[config.mk]
export PLATFORM = sky130hd
export DESIGN_NAME = mmu_timer_arb
export DESIGN_NICKNAME = d
export VERILOG_FILES = /design/src/rtl/mmu_timer_arb.sv
export SDC_FILE = /design/constraint.sdc
export NUM_CORES = 1
export LEC_CHECK = 0
export CORE_UTILIZATION = 46
export CTS_BUF_LIST = sky130_fd_sc_hd__clkbuf_8
export CTS_CLUSTER_DIAMETER = 60
export DETAILED_ROUTE_END_ITERATION = 8
export PLACE_DENSITY = 0.87
export SETUP_SLACK_MARGIN = 0.4
export SYNTH_ARGS = -nofsm -noshare
export SYNTH_HDL_FRONTEND = slang
export SYNTH_SLANG_ARGS = --single-unit
[constraint.sdc]
create_clock -name clk -period 7.4 [get_ports clk]
set_input_delay 1.11 -clock clk [delete_from_list [all_inputs] [get_ports clk]]
set_output_delay 1.11 -clock clk [all_outputs]
set_load 0.05 [all_outputs]
[src/rtl/mmu_timer_arb.sv]
// mmu_timer_arb
//   Two-master arbiter and sequencer for the interval timer's single register
//   port. M0 (CPU) and M1 (DMA/debug loader) share the en/addr/rw/din/dout bus
//   with round-robin grant, one bus access per grant, and a req/done
//   handshake. Also turns the timer's level zero-count signal into a sticky
//   pending flag with an ack handshake.
//
//   Build option: define TMR_ARB_MISSCNT_EN to get a saturating count of
//   interrupts lost while pending on int_miss. Without it int_miss is 4'h0.
//
// Ports
//   clk, rst             clock, asynchronous active-high reset
//   mX_req/rw/addr/wdata master X request (held until mX_done), 1=read
//   mX_done              one-cycle pulse, access finished, mX_rdata valid
//   mX_rdata             registered read data, holds between reads
//   tmr_en/rw/addr/din   timer bus, driven only in the access cycle
//   tmr_dout             combinational read data from timer
//   tmr_int              timer zero-count level
//   int_pend, int_ack    sticky pending flag and its clear
//   int_miss             lost-interrupt count (optional)
module mmu_timer_arb #(
    parameter int DATA_W  = 24,
    parameter int ADDR_W  = 2,
    parameter int RST_PRI = 0
) (
    input  logic              clk,
    input  logic              rst,
    input  logic              m0_req,
    input  logic              m0_rw,
    input  logic [ADDR_W-1:0] m0_addr,
    input  logic [DATA_W-1:0] m0_wdata,
    output logic              m0_done,
    output logic [DATA_W-1:0] m0_rdata,
    input  logic              m1_req,
    input  logic              m1_rw,
    input  logic [ADDR_W-1:0] m1_addr,
    input  logic [DATA_W-1:0] m1_wdata,
    output logic              m1_done,
    output logic [DATA_W-1:0] m1_rdata,
    output logic              tmr_en,
    output logic              tmr_rw,
    output logic [ADDR_W-1:0] tmr_addr,
    output logic [DATA_W-1:0] tmr_din,
    input  logic [DATA_W-1:0] tmr_dout,
    input  logic              tmr_int,
    output logic              int_pend,
    input  logic              int_ack,
    output logic [3:0]        int_miss
);

    typedef enum logic [1:0] {IDLE = 2'd0, ACC = 2'd1, DONE = 2'd2} state_t;

    state_t              state, state_nx;
    logic                win;        // 0 = M0 owns the current access, 1 = M1
    logic                rr_ptr;     // master favoured on a tie
    logic                lat_rw;
    logic [ADDR_W-1:0]   lat_addr;
    logic [DATA_W-1:0]   lat_wdata;
    logic [1:0][DATA_W-1:0] rdata_q;
    logic                tmr_int_q;
    logic                pick_m1;
    logic                start;
    logic                rise;

    // M1 wins if it is alone, or on a tie when the pointer favours it.
    assign pick_m1 = m1_req & (~m0_req | rr_ptr);
    assign start   = (state == IDLE) & (m0_req | m1_req);

    // ---------------- FSM: state register ----------------
    always_ff @(posedge clk or posedge rst) begin
        if (rst) state <= IDLE;
        else     state <= state_nx;
    end

    // ---------------- FSM: next state ----------------
    always_comb begin
        state_nx = state;
        case (state)
            IDLE:    if (m0_req | m1_req) state_nx = ACC;
            ACC:     state_nx = DONE;
            DONE:    state_nx = IDLE;
            default: state_nx = IDLE;
        endcase
    end

    // ---------------- FSM: outputs ----------------
    always_comb begin
        tmr_en   = 1'b0;
        tmr_rw   = 1'b0;
        tmr_addr = '0;
        tmr_din  = '0;
        m0_done  = 1'b0;
        m1_done  = 1'b0;
        case (state)
            ACC: begin
                tmr_en   = 1'b1;
                tmr_rw   = lat_rw;
                tmr_addr = lat_addr;
                tmr_din  = lat_wdata;
            end
            DONE: begin
                m0_done = ~win;
                m1_done = win;
            end
            default: ;
        endcase
    end

    // Grant: latch the winner's request; the pointer always moves to the
    // loser (or to the idle master on a single request), i.e. ~winner.
    always_ff @(posedge clk or posedge rst) begin
        if (rst) begin
            win       <= 1'b0;
            rr_ptr    <= 1'(RST_PRI);
            lat_rw    <= 1'b0;
            lat_addr  <= '0;
            lat_wdata <= '0;
        end else if (start) begin
            win       <= pick_m1;
            rr_ptr    <= ~pick_m1;
            lat_rw    <= pick_m1 ? m1_rw    : m0_rw;
            lat_addr  <= pick_m1 ? m1_addr  : m0_addr;
            lat_wdata <= pick_m1 ? m1_wdata : m0_wdata;
        end
    end

    // Read data is captured at the end of ACC into the winner's slot only.
    always_ff @(posedge clk or posedge rst) begin
        if (rst) begin
            rdata_q <= '0;
        end else if (state == ACC && lat_rw) begin
            for (int i = 0; i < 2; i++)
                if (win == 1'(i)) rdata_q[i] <= tmr_dout;
        end
    end

    assign m0_rdata = rdata_q[0];
    assign m1_rdata = rdata_q[1];

    // ---------------- interrupt latch ----------------
    // Edge detect so a timer stuck at zero reload raises only one event.
    assign rise = tmr_int & ~tmr_int_q;

    always_ff @(posedge clk or posedge rst) begin
        if (rst) begin
            tmr_int_q <= 1'b0;
            int_pend  <= 1'b0;
        end else begin
            tmr_int_q <= tmr_int;
            if (rise)         int_pend <= 1'b1;   // a new event beats ack
            else if (int_ack) int_pend <= 1'b0;
        end
    end

`ifdef TMR_ARB_MISSCNT_EN
    logic [3:0] miss_q;

    always_ff @(posedge clk or posedge rst) begin
        if (rst) begin
            miss_q <= 4'h0;
        end else if (rise) begin
            if (int_pend && !int_ack && miss_q != 4'hF) miss_q <= miss_q + 4'h1;
        end else if (int_ack) begin
            miss_q <= 4'h0;
        end
    end

    assign int_miss = miss_q;
`else
    assign int_miss = 4'h0;
`endif

endmodule

After elaboration in Yosys (flattened, before gate mapping):

Cells that the tools add are included.

* register bits after elaboration: 81
* bits of input ports: 84
* logic and storage cells: 40

* eq/ne operators: 3
* multiplexer cells: 13
* bitwise gates (word level): 9
* reductions and logical operators: 5

Operator list (number)
* 2-to-1 mux 24 bit: 2
* 2-to-1 mux 1 bit: 7
* 2-to-1 mux 2 bit: 3
* inverter 1 bit: 4
* case mux 2 bit (2 select lines): 1
* AND reduction 2 bit: 2
* AND 1 bit: 3
* == test 2 x 1 -> 1 bit, second input constant: 1
* == test 2 bit, second input constant: 1
* logical NOT 2 bit: 1
* != test 2 x 1 -> 1 bit, second input constant: 1
* OR 1 bit: 2
* nonzero test 2 bit: 1
* logical AND 1 bit: 1

Longest topological paths before layout:

Gate-level depths: netlist of run 1.

* depth after elaboration: 4
* mapped depth: 5

Least setup slack after synthesis of run 1:

Ideal clock, no wire load.

* path kind: register -> output
* start: register state[1]
* end: output port m0_done
* arrival time: 1.593 ns
* setup slack: 4.697 ns
* stages on the path, launching flop included: 2
* path buffers: 0
* cells stage by stage: dfrtp_1 > nor3b_1

* cells in the longest elaborated chain, start to end: 2

Ends and longest elaborated chain
* start, declared: line 53 `state_t state, state_nx;`
* start signal, assigned: line 72 `else state <= state_nx;`
* == test 2 bit: line 94 `case (state)`
* 2-to-1 mux 1 bit: line 94
* end, declared: line 32 `output logic m0_done,`

Every way passes these cells.

Worst setup path in the final report of run 1:

* start: register state[1]
* end: output port tmr_din[6]

* cells in the longest elaborated chain, start to end: 2

Ends and longest elaborated chain
* == test 2 x 1 -> 1 bit: line 94
* 2-to-1 mux 24 bit: line 94
* end, declared: line 43 `output logic [DATA_W-1:0] tmr_din,`

Every way passes these cells.

==> flow_summary.html, run 1 <==
<table>
<tr><th>Metric</th><th>Value</th></tr>
<tr><th colspan="2">Pwr</th></tr>
<tr><td>Ratio of total power to cell area</td><td>slightly below 500 nW/um2</td></tr>
<tr><td>Static power due to leakage</td><td>0.002491 uW</td></tr>
<tr><td>Final Power</td><td>approximately 2700 uW</td></tr>
<tr><td>Highest ir drop seen on vdd</td><td>0.2006 mV</td></tr>
<tr><th colspan="2">Outcome</th></tr>
<tr><td>Outcome</td><td>finished, final reports clean</td></tr>
<tr><th colspan="2">Critical path</th></tr>
<tr><td>Nature of the critical path endpoint</td><td>output pin</td></tr>
<tr><td>Cell-by-cell trace of the critical path</td><td>nor2b_4 &gt; and2_1 &gt; clkdlybuf4s50_1</td></tr>
<tr><td>Critical path's largest stage delay</td><td>roughly 0.8 ns</td></tr>
<tr><td>Type of origin of the critical path</td><td>register</td></tr>
<tr><td>Worst r2r src</td><td>state[1]</td></tr>
<tr><td>Start point of the critical path</td><td>state[1]</td></tr>
<tr><td>Crit path capture</td><td>tmr_din[6]</td></tr>
<tr><td>Slack of the worst reg-to-reg path</td><td>about 5.2 ns</td></tr>
<tr><td>Critical path's slowest cell</td><td>sky130_fd_sc_hd__clkdlybuf4s50_1</td></tr>
<tr><td>CP Data Arrival Time</td><td>roughly 2.4 ns</td></tr>
<tr><td>Cells on worst reg2reg path</td><td>3</td></tr>
<tr><td>Crit path max fanout</td><td>30</td></tr>
<tr><td>Critical R2R Capture</td><td>m1_rdata[4]</td></tr>
<tr><td>Kind of critical path</td><td>reg2out</td></tr>
<tr><td>Req. time, crit path</td><td>roughly 6.3 ns</td></tr>
<tr><th colspan="2">Clock tree</th></tr>
<tr><td>Setup bufs post-CTS</td><td>0</td></tr>
<tr><td>Hold bufs inserted after CTS</td><td>0</td></tr>
<tr><td>Clock-pin slew reported for the worst setup and hold paths after clock tree synthesis</td><td>about 0.08 ns</td></tr>
<tr><td>CTS Buffer Depth</td><td>2</td></tr>
<tr><td>Number of H-tree branching levels</td><td>3</td></tr>
<tr><td>Number of buffers inserted during clock tree synthesis</td><td>9</td></tr>
<tr><td>Number of gates resized after CTS</td><td>0</td></tr>
<tr><td>Clock latency on the worst-skew pair</td><td>about 0.34 ns</td></tr>
<tr><td>TritonCTS Sinks</td><td>slightly above 80</td></tr>
<tr><td>Root buffer cell</td><td>sky130_fd_sc_hd__clkbuf_8</td></tr>
<tr><td>CTS tree</td><td>built</td></tr>
<tr><th colspan="2">Finish</th></tr>
<tr><td>Final net count</td><td>around 550</td></tr>
<tr><td>Post-route core utilization</td><td>between 70% and 80%</td></tr>
<tr><td>Non-filler instance count after layout</td><td>approximately 570</td></tr>
<tr><td>Layout cells sized above 1</td><td>15.57%</td></tr>
<tr><td>Fillers</td><td>541</td></tr>
<tr><td>Synth-to-layout area growth</td><td>49.78%</td></tr>
<tr><td>Antenna diode instance count</td><td>0</td></tr>
<tr><th colspan="2">Floorplan</th></tr>
<tr><td>Starting Density</td><td>between 40% and 50%</td></tr>
<tr><td># rows</td><td>32</td></tr>
<tr><td>Die outline width</td><td>91.50 um</td></tr>
<tr><td>Top Ports</td><td>167</td></tr>
<tr><td>Die Outline Area</td><td>8372 um2</td></tr>
<tr><td>Die Span Y</td><td>between 90 and 100 um</td></tr>
<tr><td>Area inside the core boundary</td><td>7727 um2</td></tr>
<tr><th colspan="2">STA</th></tr>
<tr><td>Worst slew margin relative to its limit</td><td>about 28%</td></tr>
<tr><td>Time the final worst path needs with I/O delays and setup</td><td>~3.5 ns</td></tr>
<tr><td>Pins Over Slew Limit</td><td>0</td></tr>
<tr><td>Fraction of the cycle the final worst path needs</td><td>a little under half</td></tr>
<tr><td>Post-route setup TNS</td><td>0 ns</td></tr>
<tr><td>Hold Violations, Final</td><td>0</td></tr>
<tr><td>Worst Skew</td><td>0.01223 ns</td></tr>
<tr><td>Slew at the pin closest to its max-slew limit</td><td>~1.1 ns</td></tr>
<tr><td>Endpoints failing setup</td><td>0</td></tr>
<tr><td>Peak Freq</td><td>between 0.2 and 0.3 GHz</td></tr>
<tr><td>Unrepaired setup endpoints after global routing</td><td>no</td></tr>
<tr><th colspan="2">Synth</th></tr>
<tr><td>Synth Register Bits</td><td>just over 80</td></tr>
<tr><td>Combined area of all synthesized cells</td><td>between 3000 and 4000 um2</td></tr>
<tr><td>Area share of the leading cell type in the synthesized netlist</td><td>between 50% and 60%</td></tr>
<tr><td>Area contributors post-synth</td><td>sky130_fd_sc_hd__dfrtp_1, sky130_fd_sc_hd__mux2_2, sky130_fd_sc_hd__mux2_4, sky130_fd_sc_hd__o221ai_1, sky130_fd_sc_hd__inv_1</td></tr>
<tr><td>Most frequent cells after synthesis</td><td>sky130_fd_sc_hd__dfrtp_1, sky130_fd_sc_hd__inv_1, sky130_fd_sc_hd__o21ai_0</td></tr>
<tr><td>Synth unique cells</td><td>24</td></tr>
<tr><td>Primary FF master, synth</td><td>sky130_fd_sc_hd__dfrtp_1</td></tr>
<tr><td>Most common cell in the netlist</td><td>sky130_fd_sc_hd__dfrtp_1</td></tr>
<tr><td>Number of enable-type register cells in the synthesized netlist</td><td>0</td></tr>
<tr><td>Synthesis warning total</td><td>0</td></tr>
<tr><td>Post-synthesis cell count</td><td>~310</td></tr>
<tr><td>Dominant cell type by area after synthesis</td><td>sky130_fd_sc_hd__dfrtp_1</td></tr>
<tr><td>Share of flip-flops with an asynchronous set or reset</td><td>100.0%</td></tr>
<tr><td>Sequential cell area fraction in the yosys report</td><td>55.01%</td></tr>
<tr><td>Post-synthesis average cell area</td><td>~12 um2</td></tr>
<tr><th colspan="2">Global routing</th></tr>
<tr><td>Largest net degree at the start of global routing</td><td>82</td></tr>
<tr><td>Grt ovf</td><td>0</td></tr>
<tr><td>Overall global routing resource usage</td><td>a little under a quarter</td></tr>
<tr><td>Number of global-route vias before repair</td><td>a little under 3000</td></tr>
<tr><td>Global-route wire length before repair</td><td>around 15 mm</td></tr>
<tr><td>Initial antenna violation count</td><td>0</td></tr>
<tr><th colspan="2">Route</th></tr>
<tr><td>Initial detailed-routing violation count</td><td>84</td></tr>
<tr><td>Detailed-routing iteration count for the pre-antenna-repair pass</td><td>4</td></tr>
<tr><td>Final wirelength</td><td>~9 mm</td></tr>
<tr><td>Vias after detailed routing</td><td>2917</td></tr>
<tr><td>Final routed DRC violation total</td><td>0</td></tr>
<tr><td>Post-DR wirelength/cell</td><td>between 15 and 20 um</td></tr>
<tr><td>DR vias/cell</td><td>approximately 5.1</td></tr>
<tr><td>Count of antenna-violating nets left after detailed routing</td><td>0</td></tr>
<tr><th colspan="2">Placement</th></tr>
<tr><td>Final HPWL from detailed placement</td><td>roughly 6.4 mm</td></tr>
<tr><td>Global placement routability congestion</td><td>around 0.75</td></tr>
<tr><td>Placed instance count</td><td>approximately 560</td></tr>
<tr><td>Total of buffers placed on input and output ports</td><td>approximately 160</td></tr>
<tr><th colspan="2">Min path</th></tr>
<tr><td>Class of the most critical hold timing path</td><td>reg2reg</td></tr>
<tr><td>Number of stages on the worst hold path</td><td>1</td></tr>
<tr><th colspan="2">Job</th></tr>
<tr><td>Number of max-cap violations</td><td>0</td></tr>
</table>
-- how the worst min path moves through the flow --
| stage | end | slack, ns | startpoint |
|---|---|---|---|
| detailed placement | int_pend | 0.44 | tmr_int_q |
| floorplan | int_pend | 0.41 | tmr_int_q |
| global placement | int_pend | 0.42 | tmr_int_q |
| finish | int_pend | 0.44 | tmr_int_q |
| CTS | int_pend | 0.45 | tmr_int_q |
| global route | int_pend | 0.47 | tmr_int_q |
-- through the flow --
| step | hold slack, ns | area (um2) | setup WS, ns |
|---|---|---|---|
| floorplan | 0.4096 | 3696 | 4.210 |
| global placement | 0.4191 | 5310 | 4.355 |
| detailed placement | 0.4400 | 5310 | 4.305 |
| CTS | 0.4512 | 5519 | 3.900 |
| global route | 0.4684 | 5519 | 3.796 |
| finish | 0.4431 | 5519 | 3.939 |
-- registers in the layout, summed over array words and instances (netlist names) --
register,count
int_pend,1
lat_addr,2
lat_rw,1
lat_wdata,24
m0_rdata,24
m1_rdata,24
rr_ptr,1
state,2
tmr_int_q,1
win,1
-- layer usage --
metal / vias up / track usage (%) / part of all wire, %
li1: 1335 / - / -
met2: 150 / 37.28 / 47
met4: 0 / 8.598 / 1.5
met5: - / 0 / 0
met3: 13 / 5.276 / 7.9
met1: 1419 / 30.02 / 43
-- worst max-delay path, delay by kind of cell (launching register included) --
family / cells / cell delay (ns)
buffers and inverters: 1 / 0.81
and+or+nand+nor: 2 / 0.73
DFF: 1 / 0.45
-- cell type report --
| type | count | area (um2) | share of cell area, % |
|---|---|---|---|
| flip-flops and latches | 81 | 2027 | 36.73 |
| multi-input cells | 152 | 1304 | 23.62 |
| clock inverters | 6 | 85.08 | 1.542 |
| inverters | 57 | 215.2 | 3.899 |
| well taps | 102 | 127.6 | 2.312 |
| clock buffers | 9 | 123.9 | 2.244 |
| repair buffers | 164 | 1637 | 29.65 |
-- power breakdown --
group,leakage (uW),switching [uW],internal (uW)
Clock,0.000106,153,187
Sequential,0.000975,121,661
Combinational,0.00141,976,599
-- cell usage in the layout (no fill, tap or decap) --
master / Yosys / routed
sky130_fd_sc_hd__and2_1: 27 / 27
sky130_fd_sc_hd__and2b_2: 1 / 1
sky130_fd_sc_hd__and3b_1: 1 / 1
sky130_fd_sc_hd__and3b_2: 1 / 1
sky130_fd_sc_hd__buf_4: 4 / 2
sky130_fd_sc_hd__bufinv_16: 0 / 2
sky130_fd_sc_hd__clkbuf_8: 0 / 9
sky130_fd_sc_hd__clkdlybuf4s50_1: 0 / 162
sky130_fd_sc_hd__clkinv_2: 0 / 2
sky130_fd_sc_hd__clkinv_4: 0 / 1
sky130_fd_sc_hd__clkinvlp_4: 0 / 1
sky130_fd_sc_hd__conb_1: 1 / 4
sky130_fd_sc_hd__dfrtp_1: 81 / 81
sky130_fd_sc_hd__inv_1: 57 / 57
sky130_fd_sc_hd__mux2_2: 28 / 28
sky130_fd_sc_hd__mux2_4: 20 / 20
sky130_fd_sc_hd__nand2_1: 3 / 3
sky130_fd_sc_hd__nand2b_1: 1 / 1
sky130_fd_sc_hd__nand3_2: 3 / 3
sky130_fd_sc_hd__nor2_1: 3 / 2
sky130_fd_sc_hd__nor2_2: 0 / 1
sky130_fd_sc_hd__nor2b_4: 1 / 1
sky130_fd_sc_hd__nor3b_1: 1 / 1
sky130_fd_sc_hd__o21ai_0: 29 / 29
sky130_fd_sc_hd__o221ai_1: 27 / 27
sky130_fd_sc_hd__o22ai_1: 1 / 1
sky130_fd_sc_hd__or2_2: 1 / 1
-- kinds of logic (layout without fill, tap and decap cells) --
logic type | after synthesis | in the layout | synth area share, %
flip-flops | 81 | 81 | 55.01
AND/OR/NAND/NOR | 43 | 43 | 7.674
AO/OA/AOI/OAI | 57 | 57 | 10.53
other | 1 | 4 | 0.1018
buffers and inverters | 79 | 236 | 9.983
multiplexers | 48 | 48 | 16.71
No activity file was read; power rests on OpenSTA's default activity.
==> inputs of run 2 (changes only) <==
CORE_UTILIZATION = 39   (was 46)
PLACE_DENSITY = 0.79   (was 0.87)
clock period = 3 ns   (was 7.4 ns; I/O delays follow)
==> run 2 against run 1 <==
Clock power up 140%; hold slack better by 0.0054 ns; setup slack worse by 3.3 ns; sequential share of layout area down 0.12 points; critical endpoint is now tmr_din[17]; largest cell class unchanged; highest routed layer unchanged; sequential power up 150%; wire length up 1.9%; via count down 0.89%; critical path type unchanged; critical path depth unchanged; core utilization down 11 points; flip-flop and latch count unchanged; clock-buffer cell count up 1; register-to-register slack worse by 4.2 ns.
==> flow_summary.html, run 2 (synthesized netlist as in run 1, its figures left out) <==
<table>
<tr><th>Metric</th><th>Value</th></tr>
<tr><th colspan="2">Min path</th></tr>
<tr><td>Endpoint with the worst hold slack</td><td>int_pend</td></tr>
<tr><td>Number of stages on the worst hold path</td><td>1 (unchanged)</td></tr>
<tr><td>Worst hold start</td><td>tmr_int_q</td></tr>
<tr><td>Class of the most critical hold timing path</td><td>reg2reg</td></tr>
<tr><th colspan="2">Critical path</th></tr>
<tr><td>Slack of the worst reg-to-reg path</td><td>1.03 ns (-4.17 ns)</td></tr>
<tr><td>Cell-by-cell trace of the critical path</td><td>nor2b_4 &gt; and2_1 &gt; dlygate4sd2_1</td></tr>
<tr><td>Kind of critical path</td><td>reg2out</td></tr>
<tr><td>Critical path's largest stage delay</td><td>0.53 ns (-0.28 ns)</td></tr>
<tr><td>Worst r2r src</td><td>state[1]</td></tr>
<tr><td>Type of origin of the critical path</td><td>register</td></tr>
<tr><td>CP Data Arrival Time</td><td>1.96 ns (-0.39 ns)</td></tr>
<tr><td>Cells on worst reg2reg path</td><td>4 (+1)</td></tr>
<tr><td>Nature of the critical path endpoint</td><td>output pin</td></tr>
<tr><td>Critical path's slowest cell</td><td>sky130_fd_sc_hd__dlygate4sd2_1</td></tr>
<tr><td>Critical R2R Capture</td><td>m0_rdata[21]</td></tr>
<tr><td>Crit path max fanout</td><td>15 (-50%)</td></tr>
<tr><td>Req. time, crit path</td><td>2.55 ns (-3.74 ns)</td></tr>
<tr><th colspan="2">Finish</th></tr>
<tr><td>Final design area excluding fillers</td><td>5538 um2 (+0.34%)</td></tr>
<tr><td>Antenna diode instance count</td><td>0 (unchanged)</td></tr>
<tr><td>Most common cell after layout, fill and taps aside</td><td>sky130_fd_sc_hd__clkdlybuf4s50_1</td></tr>
<tr><td>Synth-to-layout area growth</td><td>50.29%</td></tr>
<tr><td>Commonest non-fill, non-tap cells in the layout</td><td>sky130_fd_sc_hd__clkdlybuf4s50_1, sky130_fd_sc_hd__dfrtp_1, sky130_fd_sc_hd__inv_1, sky130_fd_sc_hd__o21ai_0, sky130_fd_sc_hd__mux2_2</td></tr>
<tr><td>Layout cells sized above 1</td><td>16.67% (+1.1 points)</td></tr>
<tr><td>Fillers</td><td>769 (+42%)</td></tr>
<tr><td>Final net count</td><td>553 (+0.73%)</td></tr>
<tr><td>Post-route core utilization</td><td>60.22% (-11 points)</td></tr>
<tr><th colspan="2">Clock tree</th></tr>
<tr><td>Clock-pin slew reported for the worst setup and hold paths after clock tree synthesis</td><td>0.09 ns (about the same)</td></tr>
<tr><td>CTS tree</td><td>built</td></tr>
<tr><td>Number of H-tree branching levels</td><td>3 (unchanged)</td></tr>
<tr><td>Clock latency on the worst-skew pair</td><td>0.34 ns (about the same)</td></tr>
<tr><td>Root buffer cell</td><td>sky130_fd_sc_hd__clkbuf_8</td></tr>
<tr><td>TritonCTS Sinks</td><td>81 (unchanged)</td></tr>
<tr><td>CTS Buffer Depth</td><td>2 (unchanged)</td></tr>
<tr><td>Number of buffers inserted during clock tree synthesis</td><td>9 (unchanged)</td></tr>
<tr><td>Hold bufs inserted after CTS</td><td>0 (unchanged)</td></tr>
<tr><th colspan="2">Floorplan</th></tr>
<tr><td>Die outline width</td><td>99.20 um (+8.4%)</td></tr>
<tr><td>Die Outline Area</td><td>9841 um2 (+18%)</td></tr>
<tr><td>Starting Density</td><td>40.07% (-7.6 points)</td></tr>
<tr><td># rows</td><td>35 (+9.4%)</td></tr>
<tr><td>Top Ports</td><td>167 (unchanged)</td></tr>
<tr><td>Die Span Y</td><td>99.20 um (+8.4%)</td></tr>
<tr><td>Area inside the core boundary</td><td>9196 um2 (+19%)</td></tr>
<tr><th colspan="2">STA</th></tr>
<tr><td>Hold Violations, Final</td><td>0 (unchanged)</td></tr>
<tr><td>Time the final worst path needs with I/O delays and setup</td><td>2.409 ns</td></tr>
<tr><td>Worst Skew</td><td>0.01122 ns (-0.001014 ns)</td></tr>
<tr><td>Post-route worst hold slack</td><td>0.4486 ns (+0.005444 ns)</td></tr>
<tr><td>Fraction of the cycle the final worst path needs</td><td>80.30%</td></tr>
<tr><td>Peak Freq</td><td>around 0.42 GHz</td></tr>
<tr><td>Post-route setup TNS</td><td>0 ns (unchanged)</td></tr>
<tr><td>Pins Over Slew Limit</td><td>0 (unchanged)</td></tr>
<tr><td>Endpoints failing setup</td><td>0 (unchanged)</td></tr>
<tr><td>Unrepaired setup endpoints after global routing</td><td>no</td></tr>
<tr><td>Slack of the critical path</td><td>0.5910 ns (-3.348 ns)</td></tr>
<tr><td>Worst slew margin relative to its limit</td><td>53.65% (+26 points)</td></tr>
<tr><td>Slew at the pin closest to its max-slew limit</td><td>0.6945 ns (-0.3830 ns)</td></tr>
<tr><th colspan="2">Global routing</th></tr>
<tr><td>Overall global routing resource usage</td><td>19.76% (-3.2 points)</td></tr>
<tr><td>Global-route wire length before repair</td><td>15.10 mm (+1.4%)</td></tr>
<tr><td>Number of global-route vias before repair</td><td>3006 (+0.74%)</td></tr>
<tr><td>Largest net degree at the start of global routing</td><td>42 (-49%)</td></tr>
<tr><td>Initial antenna violation count</td><td>0 (unchanged)</td></tr>
<tr><td>Grt ovf</td><td>0 (unchanged)</td></tr>
<tr><th colspan="2">Route</th></tr>
<tr><td>Final wirelength</td><td>9.347 mm (+1.9%)</td></tr>
<tr><td>DR vias/cell</td><td>4.942 (-3.3%)</td></tr>
<tr><td>Final routed DRC violation total</td><td>0 (unchanged)</td></tr>
<tr><td>Detailed-routing iteration count for the pre-antenna-repair pass</td><td>4 (unchanged)</td></tr>
<tr><td>Initial detailed-routing violation count</td><td>72 (-14%)</td></tr>
<tr><td>Post-DR wirelength/cell</td><td>15.98 um (-0.52%)</td></tr>
<tr><td>Vias after detailed routing</td><td>2891 (-0.89%)</td></tr>
<tr><td>Count of antenna-violating nets left after detailed routing</td><td>0 (unchanged)</td></tr>
<tr><th colspan="2">Placement</th></tr>
<tr><td>Total of buffers placed on input and output ports</td><td>162 (unchanged)</td></tr>
<tr><td>Cell area after placement</td><td>5344 um2 (+0.64%)</td></tr>
<tr><td>Global placement routability congestion</td><td>0.6805 (-9.0%)</td></tr>
<tr><td>Pre-CTS setup slack</td><td>0.5244 ns (-3.781 ns)</td></tr>
<tr><td>Final HPWL from detailed placement</td><td>6.527 mm (+1.4%)</td></tr>
<tr><th colspan="2">Pwr</th></tr>
<tr><td>Ratio of total power to cell area</td><td>1186 nW/um2 (+140%)</td></tr>
<tr><td>Static power due to leakage</td><td>0.002633 uW (+5.7%)</td></tr>
<tr><td>Highest ir drop seen on vdd</td><td>0.5153 mV (+160%)</td></tr>
<tr><th colspan="2">Job</th></tr>
<tr><td>Number of max-cap violations</td><td>0 (unchanged)</td></tr>
<tr><th colspan="2">Outcome</th></tr>
<tr><td>Outcome</td><td>finished, final reports clean</td></tr>
</table>
## run 2: power breakdown
group          switching, uW  internal, uW  leakage [uW]  total [uW]
clock network            413           418      0.000101         831
registers                292          1630      0.000975        1920
logic                   2410          1410       0.00156        3820
total                   3110          3460       0.00263        6570
## run 2: worst max path at each step
stage               cells past startpoint  startpoint          end
floorplan                               1         rst     int_pend
global placement                        3    state[1]       tmr_rw
detailed placement                      3    state[0]  tmr_din[17]
CTS                                     2    state[0]       tmr_en
global route                            3    state[0]  tmr_din[17]
finish                                  3    state[1]  tmr_din[17]
## run 2: layout make-up
cell class | count | area (um2) | share of cell area, %
tap | 111 | 138.9 | 2.508
sequential | 81 | 2027 | 36.60
clock inverter | 6 | 73.82 | 1.333
multi-input combinational | 153 | 1318 | 23.79
timing repair buffer | 167 | 1628 | 29.39
clock buffer | 10 | 137.6 | 2.485
inverter | 57 | 215.2 | 3.886
## run 2: repair_timing
action	CTS	global route
endpoints found under the setup margin	28	1
pin swaps	0	0
gates resized for setup	28	1
buffers inserted	0	0
cloned	1	0
## run 2: routing by layer
layer	track usage, %	up-vias	part of all wire [%]
li1	-	1343	-
met1	25.46	1398	44
met2	33.17	143	48
met3	4.568	7	7.6
met4	6.109	0	0.95
met5	0	-	0
## run 2: per-stage QoR
step                cells  total power [uW]
finish                585              6569
global route          585              6897
detailed placement    568              5833
CTS                   585              6633
floorplan             312              4582
global placement      568              5751
## run 2: worst max-delay path: cells and delay by family (launching register included)
kind,cells,cell delay [ns]
buffers and inverters,1,0.53
and+or+nand+nor,2,0.60
DFF,1,0.49
==> inputs of run 3 (changes only) <==
CORE_UTILIZATION = 43   (was 39)
PLACE_DENSITY = 0.83   (was 0.79)
clock period = 2.4 ns   (was 3 ns; I/O delays follow)
==> run 3 against run 2 <==
Setup slack worse by 0.12 ns; sequential share of layout area is 0.40 points higher; clock power is 9.9% higher; design area is 1.0% lower; clock skew hardly changed; global-route usage is 1.0 points higher; via count is 0.14% lower; register-to-register slack worse by 0.42 ns; wire length is 2.4% lower; first-iteration DRC count is 6.9% higher; flip-flop and latch count stayed put.
==> flow_summary.html, run 3 (synthesized netlist as in run 1, its figures left out) <==
<table>
<tr><th>Metric</th><th>Value</th></tr>
<tr><th colspan="2">Outcome</th></tr>
<tr><td>Outcome</td><td>finished, final reports clean</td></tr>
<tr><th colspan="2">Route</th></tr>
<tr><td>DR vias/cell</td><td>4.986 (+0.90%)</td></tr>
<tr><td>Initial detailed-routing violation count</td><td>77 (+6.9%)</td></tr>
<tr><td>Detailed-routing iteration count for the pre-antenna-repair pass</td><td>5 (+1)</td></tr>
<tr><td>Final wirelength</td><td>9.123 mm (-2.4%)</td></tr>
<tr><td>Post-DR wirelength/cell</td><td>15.76 um (-1.4%)</td></tr>
<tr><td>Count of antenna-violating nets left after detailed routing</td><td>0 (unchanged)</td></tr>
<tr><td>Final routed DRC violation total</td><td>0 (unchanged)</td></tr>
<tr><td>Vias after detailed routing</td><td>2887 (-0.14%)</td></tr>
<tr><th colspan="2">Critical path</th></tr>
<tr><td>Cell-by-cell trace of the critical path</td><td>nor2b_4 &gt; buf_8 &gt; and2_1 &gt; buf_4</td></tr>
<tr><td>Nature of the critical path endpoint</td><td>output pin</td></tr>
<tr><td>Crit path max fanout</td><td>26 (+11)</td></tr>
<tr><td>CP Data Arrival Time</td><td>1.57 ns (-0.39 ns)</td></tr>
<tr><td>Type of origin of the critical path</td><td>register</td></tr>
<tr><td>Critical R2R Capture</td><td>m1_rdata[19]</td></tr>
<tr><td>Kind of critical path</td><td>reg2out</td></tr>
<tr><td>Critical path's slowest cell</td><td>sky130_fd_sc_hd__dfrtp_1</td></tr>
<tr><td>Worst r2r src</td><td>state[1]</td></tr>
<tr><td>Req. time, crit path</td><td>2.04 ns (-0.51 ns)</td></tr>
<tr><td>Critical path's largest stage delay</td><td>0.45 ns (-0.08 ns)</td></tr>
<tr><td>Cells on worst reg2reg path</td><td>3 (-1)</td></tr>
<tr><td>Dominant delay contributor by cell family on the critical path</td><td>flip-flops</td></tr>
<tr><td>Crit path buf inv count</td><td>2 (+1)</td></tr>
<tr><td>Slack of the worst reg-to-reg path</td><td>0.61 ns (-0.42 ns)</td></tr>
<tr><th colspan="2">Global routing</th></tr>
<tr><td>Largest net degree at the start of global routing</td><td>82 (+95%)</td></tr>
<tr><td>Global-route wire length before repair</td><td>14.29 mm (-5.4%)</td></tr>
<tr><td>Overall global routing resource usage</td><td>20.80% (+1.0 points)</td></tr>
<tr><td>Number of global-route vias before repair</td><td>2911 (-3.2%)</td></tr>
<tr><td>Initial antenna violation count</td><td>0 (unchanged)</td></tr>
<tr><td>Grt ovf</td><td>0 (unchanged)</td></tr>
<tr><th colspan="2">STA</th></tr>
<tr><td>Worst slew margin relative to its limit</td><td>57.63% (+4.0 points)</td></tr>
<tr><td>Time the final worst path needs with I/O delays and setup</td><td>~1.9 ns</td></tr>
<tr><td>Pins Over Slew Limit</td><td>0 (unchanged)</td></tr>
<tr><td>Endpoints failing setup</td><td>0 (unchanged)</td></tr>
<tr><td>Post-route setup TNS</td><td>0 ns (unchanged)</td></tr>
<tr><td>Unrepaired setup endpoints after global routing</td><td>no</td></tr>
<tr><td>Fraction of the cycle the final worst path needs</td><td>80.29%</td></tr>
<tr><td>Post-route worst hold slack</td><td>0.4374 ns (-0.01114 ns)</td></tr>
<tr><td>Slew at the pin closest to its max-slew limit</td><td>0.6349 ns (-0.05957 ns)</td></tr>
<tr><td>Peak Freq</td><td>between 0.5 and 0.6 GHz</td></tr>
<tr><td>Hold Violations, Final</td><td>0 (unchanged)</td></tr>
<tr><td>Worst Skew</td><td>0.01133 ns (+0.0001134 ns)</td></tr>
<tr><th colspan="2">Pwr</th></tr>
<tr><td>Static power due to leakage</td><td>0.002552 uW (-3.1%)</td></tr>
<tr><td>Ratio of total power to cell area</td><td>1489 nW/um2 (+26%)</td></tr>
<tr><td>Highest ir drop seen on vdd</td><td>0.7131 mV (+38%)</td></tr>
<tr><th colspan="2">Clock tree</th></tr>
<tr><td>Number of H-tree branching levels</td><td>3 (unchanged)</td></tr>
<tr><td>TritonCTS Sinks</td><td>81 (unchanged)</td></tr>
<tr><td>CTS tree</td><td>built</td></tr>
<tr><td>CTS Buffer Depth</td><td>2 (unchanged)</td></tr>
<tr><td>Clock-pin slew reported for the worst setup and hold paths after clock tree synthesis</td><td>0.09 ns (about the same)</td></tr>
<tr><td>Clock latency on the worst-skew pair</td><td>0.33 ns (about the same)</td></tr>
<tr><td>Root buffer cell</td><td>sky130_fd_sc_hd__clkbuf_8</td></tr>
<tr><td>Hold bufs inserted after CTS</td><td>0 (unchanged)</td></tr>
<tr><td>Number of buffers inserted during clock tree synthesis</td><td>9 (unchanged)</td></tr>
<tr><th colspan="2">Floorplan</th></tr>
<tr><td># rows</td><td>33 (-5.7%)</td></tr>
<tr><td>Top Ports</td><td>167 (unchanged)</td></tr>
<tr><td>Starting Density</td><td>44.62% (+4.6 points)</td></tr>
<tr><td>Die Span Y</td><td>94.57 um (-4.7%)</td></tr>
<tr><td>Die Outline Area</td><td>8943 um2 (-9.1%)</td></tr>
<tr><td>Area inside the core boundary</td><td>8258 um2 (-10%)</td></tr>
<tr><td>Die outline width</td><td>94.57 um (-4.7%)</td></tr>
<tr><th colspan="2">Finish</th></tr>
<tr><td>Fillers</td><td>640 (-17%)</td></tr>
<tr><td>Layout cells sized above 1</td><td>22.78% (+6.1 points)</td></tr>
<tr><td>Commonest non-fill, non-tap cells in the layout</td><td>sky130_fd_sc_hd__clkdlybuf4s50_1, sky130_fd_sc_hd__dfrtp_1, sky130_fd_sc_hd__inv_1, sky130_fd_sc_hd__buf_4, sky130_fd_sc_hd__o21ai_0</td></tr>
<tr><td>Multi-input logic area</td><td>1304 um2 (-1.0%)</td></tr>
<tr><td>Synth-to-layout area growth</td><td>48.76%</td></tr>
<tr><td>Area taken by flip-flops and latches</td><td>2028 um2 (about the same)</td></tr>
<tr><td>Antenna diode instance count</td><td>0 (unchanged)</td></tr>
<tr><td>Final design area excluding fillers</td><td>5482 um2 (-1.0%)</td></tr>
<tr><td>Most common cell after layout, fill and taps aside</td><td>sky130_fd_sc_hd__clkdlybuf4s50_1</td></tr>
<tr><td>Final net count</td><td>553 (unchanged)</td></tr>
<tr><th colspan="2">Min path</th></tr>
<tr><td>Endpoint with the worst hold slack</td><td>int_pend</td></tr>
<tr><td>Worst hold start</td><td>tmr_int_q</td></tr>
<tr><td>Class of the most critical hold timing path</td><td>reg2reg</td></tr>
<tr><td>Number of stages on the worst hold path</td><td>1 (unchanged)</td></tr>
<tr><th colspan="2">Placement</th></tr>
<tr><td>Total of buffers placed on input and output ports</td><td>162 (unchanged)</td></tr>
<tr><td>Cell area after placement</td><td>5281 um2 (-1.2%)</td></tr>
<tr><td>Final HPWL from detailed placement</td><td>6.561 mm (+0.52%)</td></tr>
<tr><td>Global placement routability congestion</td><td>0.7306 (+7.4%)</td></tr>
<tr><th colspan="2">Job</th></tr>
<tr><td>Number of max-cap violations</td><td>0 (unchanged)</td></tr>
</table>
-- run 3: cell count changes in the layout (fill, tap and decap cells not counted), sizes merged, moves of 2 or more --
cell	delta
buf	+29
dlygate4sd2	-25
clkinvlp	+2
clkdlybuf4s50	-2
-- run 3: worst reg2reg max path: stages (launching register included) --
cell and delay, ns:
sky130_fd_sc_hd__dfrtp_1 0.45, sky130_fd_sc_hd__nor2b_4 0.21, sky130_fd_sc_hd__nand3_2 0.52, sky130_fd_sc_hd__mux2_2 0.50
-- run 3: area by class of cell --
type,instances,area share (%)
flip-flops and latches,81,37.00
repair buffers,168,29.45
multi-input cells,152,23.78
inverters,57,3.972
clock buffers,10,2.511
well taps,105,2.397
clock inverters,6,0.8902
-- run 3: where the power goes --
group	switching, uW	internal, uW	total [uW]
clock	500	413	913
sequential	367	2040	2400
combinational	3020	1820	4850
-- run 3: layer usage --
metal	track usage, %	vias to the layer above	share of wire, %
met1	27.23	1384	42
met4	5.934	0	0.93
met2	34.06	153	48
li1	-	1343	-
met5	0	-	0
met3	5.475	7	8.6
-- run 3: per-stage QoR --
step	util (%)	cells	power [uW]	worst slack [ns]
after floorplan	-	312	5728	0.4468
after global placement	63.95	562	7141	0.5497
after detailed placement	63.95	562	7264	0.4778
after CTS	66.27	578	8205	0.4147
after global routing	66.38	579	8543	0.4085
final	66.38	579	8162	0.4731
-- run 3: repair_timing --
| action | CTS | global route |
|---|---|---|
| setup buffers | 0 | 1 |
| resized for setup | 4 | 1 |
| pin swaps | 0 | 0 |
| endpoints found under the setup margin | 27 | 20 |
-- run 3: how the worst max path moves through the flow --
stage	from	endpoint	slack [ns]	cells past startpoint
3_3_place_gp	m0_req	lat_wdata[20]	0.55	4
4_1_cts	state[0]	tmr_din[13]	0.41	4
6_report	state[1]	tmr_din[13]	0.47	4
5_1_grt	state[1]	tmr_din[13]	0.41	4
3_5_place_dp	m0_req	lat_wdata[9]	0.48	4
2_1_floorplan	state[1]	m0_done	0.45	1
